File: config.mk
export PLATFORM = sky130hd
export DESIGN_NAME = master_req_queue
export DESIGN_NICKNAME = d
export VERILOG_FILES = /design/src/rtl/master_req_queue.sv
export SDC_FILE = /design/constraint.sdc
export NUM_CORES = 1
export LEC_CHECK = 0
export ABC_AREA = 1
export CAP_MARGIN = 15
export CORE_MARGIN = 2
export CORE_UTILIZATION = 45
export CTS_BUF_LIST = sky130_fd_sc_hd__clkbuf_16
export CTS_CLUSTER_SIZE = 8
export DETAILED_ROUTE_END_ITERATION = 8
export PLACE_DENSITY = 0.74
export SLEW_MARGIN = 20
export SYNTH_ARGS = -nofsm -noshare
export SYNTH_HDL_FRONTEND = slang
export SYNTH_SLANG_ARGS = --single-unit
File: constraint.sdc
create_clock -name clk -period 2.2 [get_ports clk]
set_input_delay 0.44 -clock clk [delete_from_list [all_inputs] [get_ports clk]]
set_output_delay 0.44 -clock clk [all_outputs]
set_load 0.05 [all_outputs]
File: src/rtl/master_req_queue.sv
// Small generic FIFO with registered occupancy count; storage clears on reset so the head reads zero.
// Zero-latency head (read port is combinational); push is ignored while full, pop is ignored while empty.
module mrq_fifo #(
  parameter int WIDTH = 8,
  parameter int DEPTH = 4
) (
  input  logic                     clk,
  input  logic                     rstn,
  input  logic                     push_vld,
  input  logic [WIDTH-1:0]         push_dat,
  input  logic                     pop,
  output logic [WIDTH-1:0]         head_dat,
  output logic [$clog2(DEPTH):0]   count,
  output logic                     full
);
  localparam int PTR_W = $clog2(DEPTH);
  localparam logic [PTR_W:0] FULL_CNT = (PTR_W+1)'(DEPTH);

  logic [WIDTH-1:0] mem [DEPTH];
  logic [PTR_W-1:0] wptr;
  logic [PTR_W-1:0] rptr;
  logic             do_push;
  logic             do_pop;

  assign full     = (count == FULL_CNT);
  assign do_push  = push_vld && !full;
  assign do_pop   = pop && (count != '0);
  assign head_dat = mem[rptr];

  // DEPTH is a power of two, so pointers wrap by plain overflow.
  always_ff @(posedge clk or negedge rstn) begin
    if (!rstn) begin
      for (int i = 0; i < DEPTH; i++) mem[i] <= '0;
      wptr  <= '0;
      rptr  <= '0;
      count <= '0;
    end else begin
      if (do_push) begin
        mem[wptr] <= push_dat;
        wptr      <= wptr + 1'b1;
      end
      if (do_pop) rptr <= rptr + 1'b1;
      case ({do_push, do_pop})
        2'b10:   count <= count + 1'b1;
        2'b01:   count <= count - 1'b1;
        default: count <= count;
      endcase
    end
  end
endmodule

// Request queue and issue sequencer feeding master_port; first dvalid 2 cycles after a push into an idle queue,
// at most one transaction outstanding (>= 4 cycles apart); req_ready = !full from the registered count, requester holds.
module master_req_queue #(
  parameter int  ADDR_WIDTH = 16,
  parameter int  DATA_WIDTH = 8,
  parameter int  DEPTH      = 4,
  localparam int PTR_W      = $clog2(DEPTH)
) (
  input  logic                  clk,
  input  logic                  rstn,
  input  logic                  req_valid,
  output logic                  req_ready,
  input  logic [ADDR_WIDTH-1:0] req_addr,
  input  logic [DATA_WIDTH-1:0] req_wdata,
  input  logic                  req_mode,
  output logic                  rsp_valid,
  output logic [DATA_WIDTH-1:0] rsp_rdata,
  output logic                  wr_done,
  output logic [PTR_W:0]        q_count,
  output logic [DATA_WIDTH-1:0] dwdata,
  output logic [ADDR_WIDTH-1:0] daddr,
  output logic                  dmode,
  output logic                  dvalid,
  input  logic                  dready,
  input  logic [DATA_WIDTH-1:0] drdata
);
  typedef struct packed {
    logic [ADDR_WIDTH-1:0] addr;
    logic [DATA_WIDTH-1:0] wdata;
    logic                  mode;
  } req_t;

  typedef enum logic [2:0] {
    S_IDLE,
    S_ISSUE,
    S_WAIT_LO,
    S_WAIT_HI,
    S_DONE
  } state_t;

  state_t state;
  req_t   in_req;
  req_t   head;
  logic   fifo_full;
  logic   push_acc;
  logic   pop_head;
  logic   more_work;
  logic   hi_seen;

  assign in_req.addr  = req_addr;
  assign in_req.wdata = req_wdata;
  assign in_req.mode  = req_mode;

  assign req_ready = !fifo_full;
  assign push_acc  = req_valid && req_ready;
  assign pop_head  = (state == S_DONE);
  // In DONE the head is still counted: work remains if more than one entry is stored or one arrives now.
  assign more_work = (q_count[PTR_W:1] != '0) || push_acc;

  assign dwdata = head.wdata;
  assign daddr  = head.addr;
  assign dmode  = head.mode;

  mrq_fifo #(
    .WIDTH ($bits(req_t)),
    .DEPTH (DEPTH)
  ) u_fifo (
    .clk      (clk),
    .rstn     (rstn),
    .push_vld (push_acc),
    .push_dat (in_req),
    .pop      (pop_head),
    .head_dat (head),
    .count    (q_count),
    .full     (fifo_full)
  );

  always_ff @(posedge clk or negedge rstn) begin
    if (!rstn) begin
      state     <= S_IDLE;
      dvalid    <= 1'b0;
      rsp_valid <= 1'b0;
      wr_done   <= 1'b0;
      rsp_rdata <= '0;
      hi_seen   <= 1'b0;
    end else begin
      rsp_valid <= 1'b0;
      wr_done   <= 1'b0;
      case (state)
        S_IDLE: begin
          if (q_count != '0) begin
            state  <= S_ISSUE;
            dvalid <= 1'b1;
          end
        end
        S_ISSUE: begin
          if (dready) begin
            state   <= S_WAIT_LO;
            dvalid  <= 1'b0;
            hi_seen <= 1'b0;
          end
        end
        S_WAIT_LO: begin
          if (!dready) begin
            state <= S_WAIT_HI;
          end else if (!hi_seen) begin
            hi_seen <= 1'b1;
          end else begin
            // Port never showed busy: it finished immediately, so its read data is already valid.
            state     <= S_DONE;
            rsp_valid <= !head.mode;
            wr_done   <= head.mode;
            if (!head.mode) rsp_rdata <= drdata;
          end
        end
        S_WAIT_HI: begin
          if (dready) begin
            state     <= S_DONE;
            rsp_valid <= !head.mode;
            wr_done   <= head.mode;
            if (!head.mode) rsp_rdata <= drdata;
          end
        end
        S_DONE: begin
          if (more_work) begin
            state  <= S_ISSUE;
            dvalid <= 1'b1;
          end else begin
            state <= S_IDLE;
          end
        end
        default: begin
          state  <= S_IDLE;
          dvalid <= 1'b0;
        end
      endcase
    end
  end
endmodule

* Word level (Yosys, flattened, before mapping)
Cells that the tools add are included.
** Word-level totals
- Register bits after elaboration :: 122
- Input bits :: 37
- Output and inout bits :: 40
- Logic and storage cells :: 88
** Cells by class
- Add/sub/neg operators :: 4
- Order comparisons :: 3
- Equality and inequality tests :: 14
- Mux-type cells :: 33
- Bitwise logic cells :: 3
- Reductions and logical operators :: 18
** Operators by type and width (number)
- $bwmux W100 :: 1
- $mux W25 :: 3
- $bmux W25 S2 :: 1
- $demux W25 S2 :: 1
- $mux W8 :: 4
- $pmux W8 S2 :: 1
- $mux W3 :: 5
- $pmux W3 S5 :: 1
- $ne A2 B2 Y1 const B :: 6
- $reduce_and A4 Y1 :: 3
- $mux W1 :: 11
- $reduce_bool A2 Y1 :: 4
- $eq A3 B2 Y1 const B :: 2
- $eq A3 B3 Y1 const B :: 2
- $ge A3 B3 Y1 const B :: 2
- $not A2 Y3 :: 2
- $pmux W1 S2 :: 3
- $pmux W3 S2 :: 1
- $add A2 B1 Y2 const B :: 2
- $logic_and A1 B1 Y1 :: 4
- $pmux W1 S4 :: 1
- $add A3 B1 Y3 const B :: 1
- $eq A3 B1 Y1 const B :: 1
- $logic_not A3 Y1 :: 1
- other kinds (11) :: 12

* Depth between registers and ports, before layout
- Word-level depth :: 8
- Depth in mapped cells :: 11
- Gate-level depth less buffers :: 11

* By module
Synthesis repeated with hierarchy kept, for this count alone.
** Unflattened totals
- Cells, all modules :: 756
- Area total of the unflattened synthesis :: 6084.6 um2
** Modules (own cells, without submodules)
- mrq_fifo :: instances 1, cells an instance 667, area each 5363.9 um2, seq. area each 2677.6 um2
- master_req_queue :: instances 1, cells an instance 89, area each 720.7 um2, seq. area each 375.4 um2

* Worst setup path after synthesis
Ideal clock, no wire load.
- Path kind :: register -> register
- Start point :: reg u_fifo.count[1]
- End point :: reg u_fifo.count[2]
- Setup time :: 0.145 ns
- Data arrival time :: 2.373 ns
- Required time :: 2.055 ns
- Path slack :: -0.317 ns
- Stages on the path, launching flop included :: 12
- Buffers on the path :: 2
- Clock period less this slack :: 2.517 ns
- Cells stage by stage :: dfrtp_1 > inv_1 > nand3_4 > nand2_8 > buf_12 > buf_12 > ha_1 > inv_1 > fa_1 > a21oi_1 > o21ai_0 > xnor2_1
** On the way
- Cells in the longest elaborated chain, start to end :: 6
- Elaborated cells on any way between the ends :: 12
- Classes of those cells :: add/sub (2); eq/ne (3); mux (1); reduce/logical (6)
** Ends and longest elaborated chain
- start: declaration :: RTL line 13 : output logic [$clog2(DEPTH):0] count,
- start signal: assignment :: RTL line 44 : 2'b10: count <= count + 1'b1;
- start signal: assignment :: RTL line 45 : 2'b01: count <= count - 1'b1;
- start signal: assignment :: RTL line 46 : default: count <= count;
- $eq A3 B3 Y1 (*) :: RTL line 25 : assign full = (count == FULL_CNT);
- $logic_not A1 Y1 (*) :: RTL line 105 : assign req_ready = !fifo_full;
- via req_ready :: RTL line 63 : output logic req_ready,
- $logic_and A1 B1 Y1 :: RTL line 106 : assign push_acc = req_valid && req_ready;
- $logic_and A1 B1 Y1 (*) :: RTL line 26 : assign do_push = push_vld && !full;
- $eq A2 B1 Y1 or $eq A2 B2 Y1 (tied branches) :: RTL line 43 : case ({do_push, do_pop})
- $pmux W3 S2 or $reduce_bool A2 Y1 (tied branches)
Mark *: on every way through the listed nets, which the timed path passes. The rest lies on a longest branch.
A chain may end at the register's enable or synchronous reset.

* Final worst setup path
- Start point :: reg u_fifo.rptr[0]
- End point :: out daddr[15]
** On the way
- Cells in the longest elaborated chain, start to end :: 4
** Ends and longest elaborated chain
- start: declaration :: RTL line 21 : logic [PTR_W-1:0] rptr;
- start signal: assignment :: RTL line 42 : if (do_pop) rptr <= rptr + 1'b1;
- $not A2 Y3 (not written as such) :: RTL line 28 : assign head_dat = mem[rptr];
- $bmux W25 S2 :: RTL line 28
- $mux W25 (not written as such) (2 in a row) :: RTL line 28
- end: declaration :: RTL line 72 : output logic [ADDR_WIDTH-1:0] daddr,
No other way between the ends. The select of a mux whose other input is x is not followed.

==> impl_metrics.json <==
{
  "status": "complete, no violations",
  "critical-path-max-stage-delay_ns": 0.47,
  "worst-path-max-fanout": 13,
  "synth_area_leaders": "dfrtp_1 52%, nand2_1 15%, o21ai_0 8.2%, nor2_1 3.8%, o21ai_2 3.3%",
  "routed_wirelength_um": 16300,
  "ys_seq_elements": 122,
  "insertion_delay_ns": 0.41,
  "areaGrowthSynthToFinish_pct": 25.8,
  "core-area_um2": 12700,
  "ios": 77,
  "drc_errors": 0,
  "vias": 5214,
  "tns_ns": 0,
  "maxSlewHeadroom_pct": 47.9,
  "power_mw": 14.1,
  "fin_crit_sh_pct": 97.5,
  "grt_pass1_vias": 5293,
  "synth_top_cell_area_share_pct": 51.9,
  "syn_avg_cell_area_um2": 8.45,
  "setup_slack_ns": 0.0558,
  "grt_max_degree": 85,
  "synth-warning-count": 0,
  "setup_viol": 0,
  "fmax_mhz": 466,
  "fin_crit_ns": 2.14,
  "pre_cts_slack_ns": 0.0554,
  "tightest_slew_ns": 0.780,
  "yosysTopAreaCell": "dfrtp_1",
  "utilization_pct": 58.5,
  "port_buffers": 76,
  "start_kind": "register",
  "fin_nets": 810,
  "antennaDiodeCount": 0,
  "die-area_um2": 14000,
  "htreeDepth": 4,
  "postCtsSetupBuffers": 0,
  "seq_area_frac_synth_pct": 51.9,
  "slew_violations": 0,
  "finClkSkew_ns": 0.00706,
  "numCtsBuffers": 17,
  "cts_buffer_depth": 2,
  "grt_pass1_wl_um": 26000,
  "drtAntennaViolNets": 0,
  "drt_pass1_iterations": 6,
  "rows": 41,
  "p_per_area_nw_per_um2": 1910,
  "irDropWorstVdd_v": 0.000830,
  "cp.required_ns": 1.76,
  "drive_gt1_share_pct": 15.1,
  "die-width_um": 118,
  "place_congestion": 0.782,
  "crit_type": "reg -> out",
  "wl_per_cell_um": 17.1,
  "cts_tree": "done",
  "crit_path_end_kind": "output pin",
  "clock_sinks": 122,
  "grt_use_total_pct": 23.2,
  "p_leak_nw": 3.51,
  "dp_hpwl_um": 9190,
  "synth_cell_type_count": 36,
  "grt-ovfl-total": 0,
  "maxCapViolations": 0,
  "cts_root_buf": "clkbuf_16",
  "min_path_type": "reg -> reg",
  "crit_arrival_ns": 1.70,
  "post_drt_via_cell_ratio": 5.48,
  "drt_iter0_markers": 589,
  "finalHoldViolations": 0,
  "initial_core_util_pct": 46.5,
  "die_h_um": 118,
  "antenna_found_initial": 0,
  "slowest_stage": "dfrtp_2",
  "netlist_area_um2": 5890,
  "syn_nets": 740,
  "clkTransAtPathRegs_ns": 0.06,
  "crit_chain": "inv_6 -> clkbuf_16 -> o21ai_0 -> o22ai_1 -> buf_4",
  "syn_inst": 697
}
==> path summary, 6_finish.rpt <==
check                                     from  cells after the start         endpoint  slack, ns
worst min register to register          dvalid                      2           dvalid       0.48
worst max-delay path            u_fifo.rptr[0]                      5        daddr[15]       0.06
worst max register to register        state[0]                     11  u_fifo.count[2]       0.25
min in group asynchronous                 rstn                      2   u_fifo.mem[80]       0.53
max in group asynchronous                 rstn                      3  u_fifo.count[0]       0.98
worst min-delay path                    dvalid                      2           dvalid       0.48
==> flip-flops by register name, summed over array words and instances (netlist names) <==
register      flops
dvalid            1
hi_seen           1
rsp_rdata         8
rsp_valid         1
state             3
u_fifo.count      3
u_fifo.mem      100
u_fifo.rptr       2
u_fifo.wptr       2
wr_done           1
==> routing by layer <==
metal / wire length [µm] / GRT usage (%) / vias to the layer above
met5: 0 / 0 / -
met4: 237 / 8.93 / 0
met3: 1170 / 5.84 / 21
met2: 8270 / 37.5 / 226
met1: 6650 / 30.0 / 2551
li1: - / - / 2416
==> power breakdown <==
part	switching (mW)	internal, mW
combinational	5.07	2.31
sequential	0.626	3.30
clock	0.958	1.86
total	6.66	7.47
==> placed cells by master (no fill, tap or decap), drive strengths merged <==
cell type / n
nand2: 243
o21ai: 153
dfrtp: 122
nor2: 66
clkdlybuf4s50: 49
buf: 41
inv: 27
o22ai: 24
clkbuf: 19
nand3: 8
ha: 5
clkinv: 4
bufinv: 4
xnor2: 2
xor2: 2
a21oi: 2
nor3: 1
o211ai: 1
a31oi: 1
and2: 1
o31ai: 1
fa: 1
clkinvlp: 1
dlygate4sd3: 1
dlygate4sd2: 1
==> stage by stage <==
step           hold WS, ns  std cells  area [µm²]
5_1_grt              0.494        952        7410
6_report             0.475        952        7410
2_1_floorplan        0.144        697        5910
3_3_place_gp         0.407        916        6690
3_5_place_dp         0.413        916        6690
4_1_cts              0.477        950        7330
==> synthesized netlist by cell type, drive strengths merged <==
| master | instances |
|---|---|
| a21oi | 2 |
| a31oi | 1 |
| and2 | 1 |
| buf | 26 |
| clkbuf | 17 |
| dfrtp | 122 |
| fa | 1 |
| ha | 5 |
| inv | 21 |
| nand2 | 243 |
| nand3 | 8 |
| nor2 | 66 |
| nor3 | 1 |
| o211ai | 1 |
| o21ai | 153 |
| o22ai | 24 |
| o31ai | 1 |
| xnor2 | 2 |
| xor2 | 2 |
==> layout make-up <==
cell class,instances,area (µm²)
clock buffer,17,425
fill,1089,5260
clock inverter,15,170
multi-input combinational,511,2480
sequential,122,3060
inverter,21,88.8
timing repair buffer,94,973
tap,172,215
==> what timing repair did <==
action / 4_1_cts / 5_1_grt
gates cloned: 1 / 2
endpoints found under the setup margin: 10 / 18
resized for setup: 7 / 8
endpoints found under the hold margin: 28 / 0
pin swaps: 0 / 1
hold buffers: 1 / 0
==> cell families (layout without fill, tap and decap cells) <==
kind of cell               Yosys count  in the layout  synth area share (%)
AOI/OAI and AO/OA                  182            182                  17.6
xor gates and xnor gates             4              4                 0.723
adders and majority gates            6              6                  1.40
buffers and inverters               64            147                  6.46
DFF                                122            122                  51.9
and+or+nand+nor                    319            319                  22.0
==> critical path, delay by kind of cell, from the launching register on <==
kind	cells	cell delay, ns
buffers and inverters	3	0.57
AOI/OAI and AO/OA	2	0.25
DFF	1	0.47
Note: power is estimated with default switching activity, not from simulation.
